--- src/rtl/song_sequencer.sv ---
// Song table sequencer: steps {note, duration} entries on quarter-beat ticks and drives note/gate.
// Optional SEQ_LOOP_EN: the end marker restarts the song from address 0 instead of stopping.
module song_sequencer #(
  parameter int ADDR_W = 5,
  parameter int NOTE_W = 4,
  parameter int DUR_W  = 3
) (
  input  logic                    CLK,
  input  logic                    RESET,
  input  logic                    BEAT_TOGGLE,
  input  logic                    PLAY,
  input  logic                    STOP,
  output logic [ADDR_W-1:0]       ROM_ADDR,
  input  logic [NOTE_W+DUR_W-1:0] ROM_DATA,
  output logic [NOTE_W-1:0]       NOTE,
  output logic                    NOTE_ON,
  output logic                    SONG_DONE,
  output logic                    BUSY,
  output logic [1:0]              dbg_state
);

  typedef enum logic [1:0] {
    S_IDLE  = 2'd0,
    S_FETCH = 2'd1,
    S_HOLD  = 2'd2,
    S_DONE  = 2'd3
  } state_t;

  state_t              state_q, state_d;
  logic                beat_q;
  logic                tick;
  logic [DUR_W-1:0]    beat_cnt, cnt_d;
  logic [ADDR_W-1:0]   addr_d;
  logic [NOTE_W-1:0]   note_d;
  logic                note_on_d, done_d, busy_d;
  logic [NOTE_W-1:0]   rom_note;
  logic [DUR_W-1:0]    rom_dur;
  logic                marker;

  assign rom_note  = ROM_DATA[NOTE_W+DUR_W-1:DUR_W];
  assign rom_dur   = ROM_DATA[DUR_W-1:0];
  assign marker    = (rom_dur == '0);
  assign tick      = BEAT_TOGGLE ^ beat_q;
  assign dbg_state = state_q;

  // State and all registered outputs
  always_ff @(posedge CLK or posedge RESET) begin
    if (RESET) begin
      state_q   <= S_IDLE;
      beat_q    <= 1'b0;
      beat_cnt  <= '0;
      ROM_ADDR  <= '0;
      NOTE      <= '0;
      NOTE_ON   <= 1'b0;
      SONG_DONE <= 1'b0;
      BUSY      <= 1'b0;
    end else begin
      state_q   <= state_d;
      beat_q    <= BEAT_TOGGLE;
      beat_cnt  <= cnt_d;
      ROM_ADDR  <= addr_d;
      NOTE      <= note_d;
      NOTE_ON   <= note_on_d;
      SONG_DONE <= done_d;
      BUSY      <= busy_d;
    end
  end

  // Next-state logic; STOP overrides everything
  always_comb begin
    state_d = state_q;
    case (state_q)
      S_IDLE:  if (PLAY) state_d = S_FETCH;
      S_FETCH: begin
        if (marker) begin
`ifdef SEQ_LOOP_EN
          state_d = S_FETCH;
`else
          state_d = S_DONE;
`endif
        end else begin
          state_d = S_HOLD;
        end
      end
      S_HOLD:  if (PLAY && tick && beat_cnt == DUR_W'(1)) state_d = S_FETCH;
      S_DONE:  if (!PLAY) state_d = S_IDLE;
      default: state_d = S_IDLE;
    endcase
    if (STOP) state_d = S_IDLE;
  end

  // Next values of the registered outputs and beat counter
  always_comb begin
    addr_d    = ROM_ADDR;
    note_d    = NOTE;
    note_on_d = NOTE_ON;
    done_d    = 1'b0;
    cnt_d     = beat_cnt;
    case (state_q)
      S_FETCH: begin
        if (marker) begin
          note_d    = '0;
          note_on_d = 1'b0;
`ifdef SEQ_LOOP_EN
          // A marker at entry 0 refetches every cycle; alternate so SONG_DONE stays a pulse.
          done_d    = !SONG_DONE;
          addr_d    = '0;
`else
          done_d    = 1'b1;
`endif
        end else begin
          note_d    = rom_note;
          note_on_d = (rom_note != '0);
          cnt_d     = rom_dur;
        end
      end
      S_HOLD: begin
        if (PLAY) begin
          note_on_d = (NOTE != '0);
          if (tick) begin
            cnt_d = beat_cnt - DUR_W'(1);
            if (beat_cnt == DUR_W'(1)) addr_d = ROM_ADDR + ADDR_W'(1);
          end
        end else begin
          note_on_d = 1'b0;
        end
      end
      S_DONE: begin
        note_d    = '0;
        note_on_d = 1'b0;
      end
      default: ;
    endcase
    if (state_d == S_IDLE) begin
      addr_d    = '0;
      note_d    = '0;
      note_on_d = 1'b0;
    end
    if (STOP) begin
      cnt_d  = '0;
      done_d = 1'b0;
    end
    busy_d = (state_d == S_FETCH) || (state_d == S_HOLD);
  end

endmodule
--- config.mk ---
export PLATFORM = sky130hd
export DESIGN_NAME = song_sequencer
export DESIGN_NICKNAME = d
export VERILOG_FILES = /design/src/rtl/song_sequencer.sv
export SDC_FILE = /design/constraint.sdc
export NUM_CORES = 1
export LEC_CHECK = 0
export ABC_AREA = 1
export BUFFER_PORTS_ARGS = -buffer_cell sky130_fd_sc_hd__buf_4
export CAP_MARGIN = 10
export CORE_MARGIN = 2
export CORE_UTILIZATION = 50
export CTS_CLUSTER_SIZE = 8
export DETAILED_ROUTE_END_ITERATION = 8
export HOLD_SLACK_MARGIN = 0.15
export PLACE_DENSITY = 0.85
export REMOVE_ABC_BUFFERS = 1
export SLEW_MARGIN = 40
export SYNTH_ARGS = -nofsm -noshare
export SYNTH_HDL_FRONTEND = slang
export SYNTH_SLANG_ARGS = --single-unit
--- constraint.sdc ---
create_clock -name CLK -period 6 [get_ports CLK]
set_input_delay 1.2 -clock CLK [delete_from_list [all_inputs] [get_ports CLK]]
set_output_delay 1.2 -clock CLK [all_outputs]
set_load 0.005 [all_outputs]
==> flow_summary.html <==
<table>
<tr><th>Metric</th><th>Value</th></tr>
<tr><th colspan="2">Status</th></tr>
<tr><td>Run status</td><td>complete, no violations</td></tr>
<tr><th colspan="2">Clocking</th></tr>
<tr><td>Inserted Clock Buffers</td><td>3</td></tr>
<tr><td>Register clock-pin slew on the reported worst setup and hold paths</td><td>0.10 ns</td></tr>
<tr><td>H-Tree Level Count</td><td>1</td></tr>
<tr><td>Number of resized instances in the post-cts repair step</td><td>0</td></tr>
<tr><td>Clock insertion delay at the later pin of the skew report</td><td>0.29 ns</td></tr>
<tr><td>TritonCTS clock tree</td><td>done</td></tr>
<tr><td>Maximum count of clock buffers along a single path</td><td>2</td></tr>
<tr><td>Clock Sink Count</td><td>18</td></tr>
<tr><td>Clk Tree Root Cell</td><td>clkbuf_4</td></tr>
<tr><td>Hold_buf cts</td><td>0</td></tr>
<tr><td>Number of buffers added for setup after CTS</td><td>0</td></tr>
<tr><th colspan="2">Timing</th></tr>
<tr><td>Part of the cycle the worst path needs</td><td>42.7%</td></tr>
<tr><td>Final worst-path setup slack</td><td>3.44 ns</td></tr>
<tr><td>Slew Limit Fails</td><td>0</td></tr>
<tr><td>Maximum operating frequency</td><td>390 MHz</td></tr>
<tr><td>Minimum clock period after layout</td><td>2.56 ns</td></tr>
<tr><td>Final hold viol count</td><td>0</td></tr>
<tr><td>Slew at the pin closest to its max-slew limit</td><td>0.656 ns</td></tr>
<tr><td>Setup violations, final</td><td>0</td></tr>
<tr><td>Clock skew</td><td>0.00367 ns</td></tr>
<tr><td>Slew margin rel.</td><td>56.2%</td></tr>
<tr><td>Unrepaired setup endpoints after global routing</td><td>false</td></tr>
<tr><td>Final TNS setup</td><td>0 ns</td></tr>
<tr><th colspan="2">Worst setup path</th></tr>
<tr><td>R2r setup slk</td><td>3.59 ns</td></tr>
<tr><td>Critical R2R Capture</td><td>NOTE[3]</td></tr>
<tr><td>Crit Path Max Fanout</td><td>8</td></tr>
<tr><td>Worst flop-to-flop path startpoint</td><td>dbg_state[0]</td></tr>
<tr><td>Setup crit start</td><td>BEAT_TOGGLE</td></tr>
<tr><td>WP data arrival</td><td>2.81 ns</td></tr>
<tr><td>Number of cells traversed by the worst register-to-register path</td><td>11</td></tr>
<tr><td>Endpoint of the most critical setup path</td><td>ROM_ADDR[2]</td></tr>
<tr><td>Start-to-end type of the worst setup path</td><td>in -&gt; reg</td></tr>
<tr><td>Critical path required time</td><td>6.24 ns</td></tr>
<tr><td>Category of the worst setup path capture point</td><td>register</td></tr>
<tr><td>Element type at the critical path start</td><td>input port</td></tr>
<tr><th colspan="2">Global route</th></tr>
<tr><td>Total gr overflow</td><td>0</td></tr>
<tr><td>All-layer global routing usage</td><td>19.7%</td></tr>
<tr><td>Maximum number of pins on one net before global-route repair</td><td>19</td></tr>
<tr><td>Number of global-route vias before repair</td><td>1,038</td></tr>
<tr><td>Antenna violations before repair</td><td>0</td></tr>
<tr><td>Global-route wire length before repair</td><td>4110 microns</td></tr>
<tr><th colspan="2">Synth</th></tr>
<tr><td>#FFs+latches synth</td><td>18</td></tr>
<tr><td>Synth cell count leaders</td><td>nand2_1 (52), inv_1 (32), dfrtp_1 (18)</td></tr>
<tr><td>Proportion of synthesized chip area in sequential cells</td><td>37.9%</td></tr>
<tr><td>Primary FF master, synth</td><td>dfrtp_1</td></tr>
<tr><td>Synth Area in Compound Gates</td><td>9.79%</td></tr>
<tr><td>Synthesized area divided by synthesized cell count</td><td>7.08 sq um</td></tr>
<tr><td>Simple-gate area share of the yosys netlist</td><td>31.2%</td></tr>
<tr><td>Ranking of synthesized cells by area</td><td>dfrtp_1 (38%), nand2_1 (16%), inv_1 (10%), ha_1 (8.4%), nand3_1 (6.3%)</td></tr>
<tr><td>Number of library cell types mapped by synthesis</td><td>18</td></tr>
<tr><td>Area share of xor/xnor cells in the synthesized design</td><td>0%</td></tr>
<tr><td>Post-synthesis mux area share</td><td>0%</td></tr>
<tr><td>Adder-cell share of the synthesized area</td><td>8.42%</td></tr>
<tr><td>Cell count after synthesis</td><td>168</td></tr>
<tr><td>Top cell type's share of synthesized area</td><td>37.9%</td></tr>
<tr><td>Synth Warn #</td><td>0</td></tr>
<tr><td>Total standard cell area after synthesis</td><td>1190 sq um</td></tr>
<tr><td>Synth async-reset ratio</td><td>100%</td></tr>
<tr><td>Biggest area consumer among synthesized cells</td><td>dfrtp_1</td></tr>
<tr><td>Post-synth EDFFs</td><td>0</td></tr>
<tr><td>Dominant combinational cell family by area after synthesis</td><td>simple AND/OR/NAND/NOR gates</td></tr>
<tr><td>Most used standard cell by instance count after synthesis</td><td>nand2_1</td></tr>
<tr><th colspan="2">Drt</th></tr>
<tr><td>Number of remaining DRC errors</td><td>0</td></tr>
<tr><td>Total via count in the routed design</td><td>1,126</td></tr>
<tr><td>Initial DRC count</td><td>38</td></tr>
<tr><td>Detailed-route wire length per cell</td><td>11.0 microns</td></tr>
<tr><td>Antenna viol nets, final</td><td>0</td></tr>
<tr><td>Ratio of routed vias to standard cells</td><td>5.07</td></tr>
<tr><td>First-pass detailed-route iteration total</td><td>4</td></tr>
<tr><td>Total Wirelength</td><td>2440 microns</td></tr>
<tr><th colspan="2">Layout</th></tr>
<tr><td>Final instance area</td><td>1420 sq um</td></tr>
<tr><td>Footprint of the multi-input gates</td><td>587 sq um</td></tr>
<tr><td>Layout area overhead</td><td>19.1%</td></tr>
<tr><td>Share of layout cells above drive strength 1</td><td>17.5%</td></tr>
<tr><td>Number of antenna diodes</td><td>0</td></tr>
<tr><td>Layout Cells excl Fill</td><td>222</td></tr>
<tr><td>Final layout net count</td><td>216</td></tr>
<tr><td>Flip-flop and latch area</td><td>450 sq um</td></tr>
<tr><td># fillers</td><td>206</td></tr>
<tr><th colspan="2">Die</th></tr>
<tr><td>Number of standard-cell rows in the floorplan</td><td>17</td></tr>
<tr><td>Horizontal die dimension</td><td>52.8 microns</td></tr>
<tr><td>Area of the core</td><td>2230 sq um</td></tr>
<tr><td>Overall die area</td><td>2780 sq um</td></tr>
<tr><td>Height of the die</td><td>52.8 microns</td></tr>
<tr><td>I/O pin count</td><td>26</td></tr>
<tr><td>Initial cell density of the core</td><td>53.2%</td></tr>
<tr><th colspan="2">Placed design</th></tr>
<tr><td>Count of buffers inserted at the top-level ports</td><td>25</td></tr>
<tr><td>Placed Instances</td><td>219</td></tr>
<tr><td>Post-detailed-placement half-perimeter wirelength</td><td>1940 microns</td></tr>
<tr><td>Placed inst area</td><td>1390 sq um</td></tr>
<tr><td>Placer congestion estimate</td><td>0.876</td></tr>
<tr><td>Worst slack after detailed placement</td><td>3.15 ns</td></tr>
<tr><th colspan="2">Hold path</th></tr>
<tr><td>Hold Crit Class</td><td>reg -&gt; reg</td></tr>
<tr><th colspan="2">Power and ir drop</th></tr>
<tr><td>Clock share of power</td><td>11.7%</td></tr>
<tr><td>Internal power component</td><td>0.000283 W</td></tr>
<tr><td>Combinational fraction of design power</td><td>52.2%</td></tr>
<tr><td>Reported net switching power</td><td>0.000221 W</td></tr>
<tr><td>Power density of the placed cells</td><td>356 nW/um^2</td></tr>
<tr><td>Leak Pwr</td><td>0.804 nW</td></tr>
<tr><td>Overall power of the completed layout</td><td>0.000504 W</td></tr>
<tr><td>Maximum resistive drop on vdd</td><td>205 uV</td></tr>
<tr><td>Net switching fraction of the power</td><td>43.8%</td></tr>
<tr><td>Reg power frac</td><td>36.1%</td></tr>
<tr><th colspan="2">Flow run</th></tr>
<tr><td>Max-cap viol count</td><td>0</td></tr>
</table>
## power by group through the flow
stage	Clock [W]	Combinational [W]	Sequential, W
6_report	0.0000591	0.000263	0.000182
5_1_grt	0.0000639	0.000300	0.000187
3_5_place_dp	0	0.000262	0.000184
4_1_cts	0.0000599	0.000264	0.000182
2_1_floorplan	0	0.000180	0.000181
3_3_place_gp	0	0.000257	0.000181
## layout by cell type (no fill, tap or decap), types with 3 or more instances in the layout
master	instances
nand2_1	52
inv_1	32
buf_4	25
dfrtp_1	18
nand3_1	15
a21oi_1	12
nor2_1	11
ha_1	8
nand4_1	5
o22ai_1	4
o21ai_0	3
clkbuf_4	3
## stage by stage
stage / util (%) / hold WS (ns)
floorplan: - / 0.442
global placement: 62.4 / 0.459
detailed placement: 62.4 / 0.474
CTS: 63.4 / 0.498
global route: 63.4 / 0.547
finish: 63.4 / 0.492
## sequential cells by signal, indices dropped and copies added, names as in the netlist
signal,cells
ROM_ADDR,5
NOTE,4
beat_cnt,3
dbg_state,2
BUSY,1
NOTE_ON,1
SONG_DONE,1
beat_q,1
## metal layers
| layer | global-route usage, % | vias to the layer above | share of wire, % |
|---|---|---|---|
| li1 | - | 581 | - |
| met1 | 24.8 | 507 | 45 |
| met2 | 34.8 | 33 | 48 |
| met3 | 1.71 | 5 | 4.6 |
| met4 | 7.26 | 0 | 1.5 |
| met5 | 0 | - | 0 |
## final cells by class
class / instances / area share [%]
Clock buffer: 3 / 1.59
Inverter: 34 / 9.37
Multi-Input combinational cell: 114 / 41.5
Sequential cell: 18 / 31.8
Tap cell: 28 / 2.48
Timing Repair Buffer: 25 / 13.3
## worst min-delay path by stage
stage | cells after the start | slack, ns | startpoint | to
floorplan | 2 | 0.44 | beat_cnt[1] | beat_cnt[1]
finish | 2 | 0.49 | beat_cnt[1] | beat_cnt[1]
CTS | 2 | 0.50 | beat_cnt[1] | beat_cnt[1]
detailed placement | 2 | 0.47 | beat_cnt[1] | beat_cnt[1]
global route | 2 | 0.55 | beat_cnt[1] | beat_cnt[1]
global placement | 2 | 0.46 | beat_cnt[1] | beat_cnt[1]
## critical path, cell delays in order
cell     delay (ns)
buf_4          0.12
nand2_1        0.09
nand2_1        0.06
nor2_1         0.12
nand2_1        0.08
nand2_1        0.07
nand2_1        0.05
nand3_1        0.06
ha_1           0.30
inv_1          0.14
nand2_1        0.13
nand2_1        0.09
nor2_4         0.14
nand2_1        0.08
nand2_1        0.06
## logic make-up (layout without fill, tap and decap cells)
group / after synthesis / after routing
compound gates: 20 / 20
fa+ha+maj: 8 / 8
buf+inv: 36 / 62
flops: 18 / 18
simple gates: 86 / 86
Power figures use the tool's default switching activity.
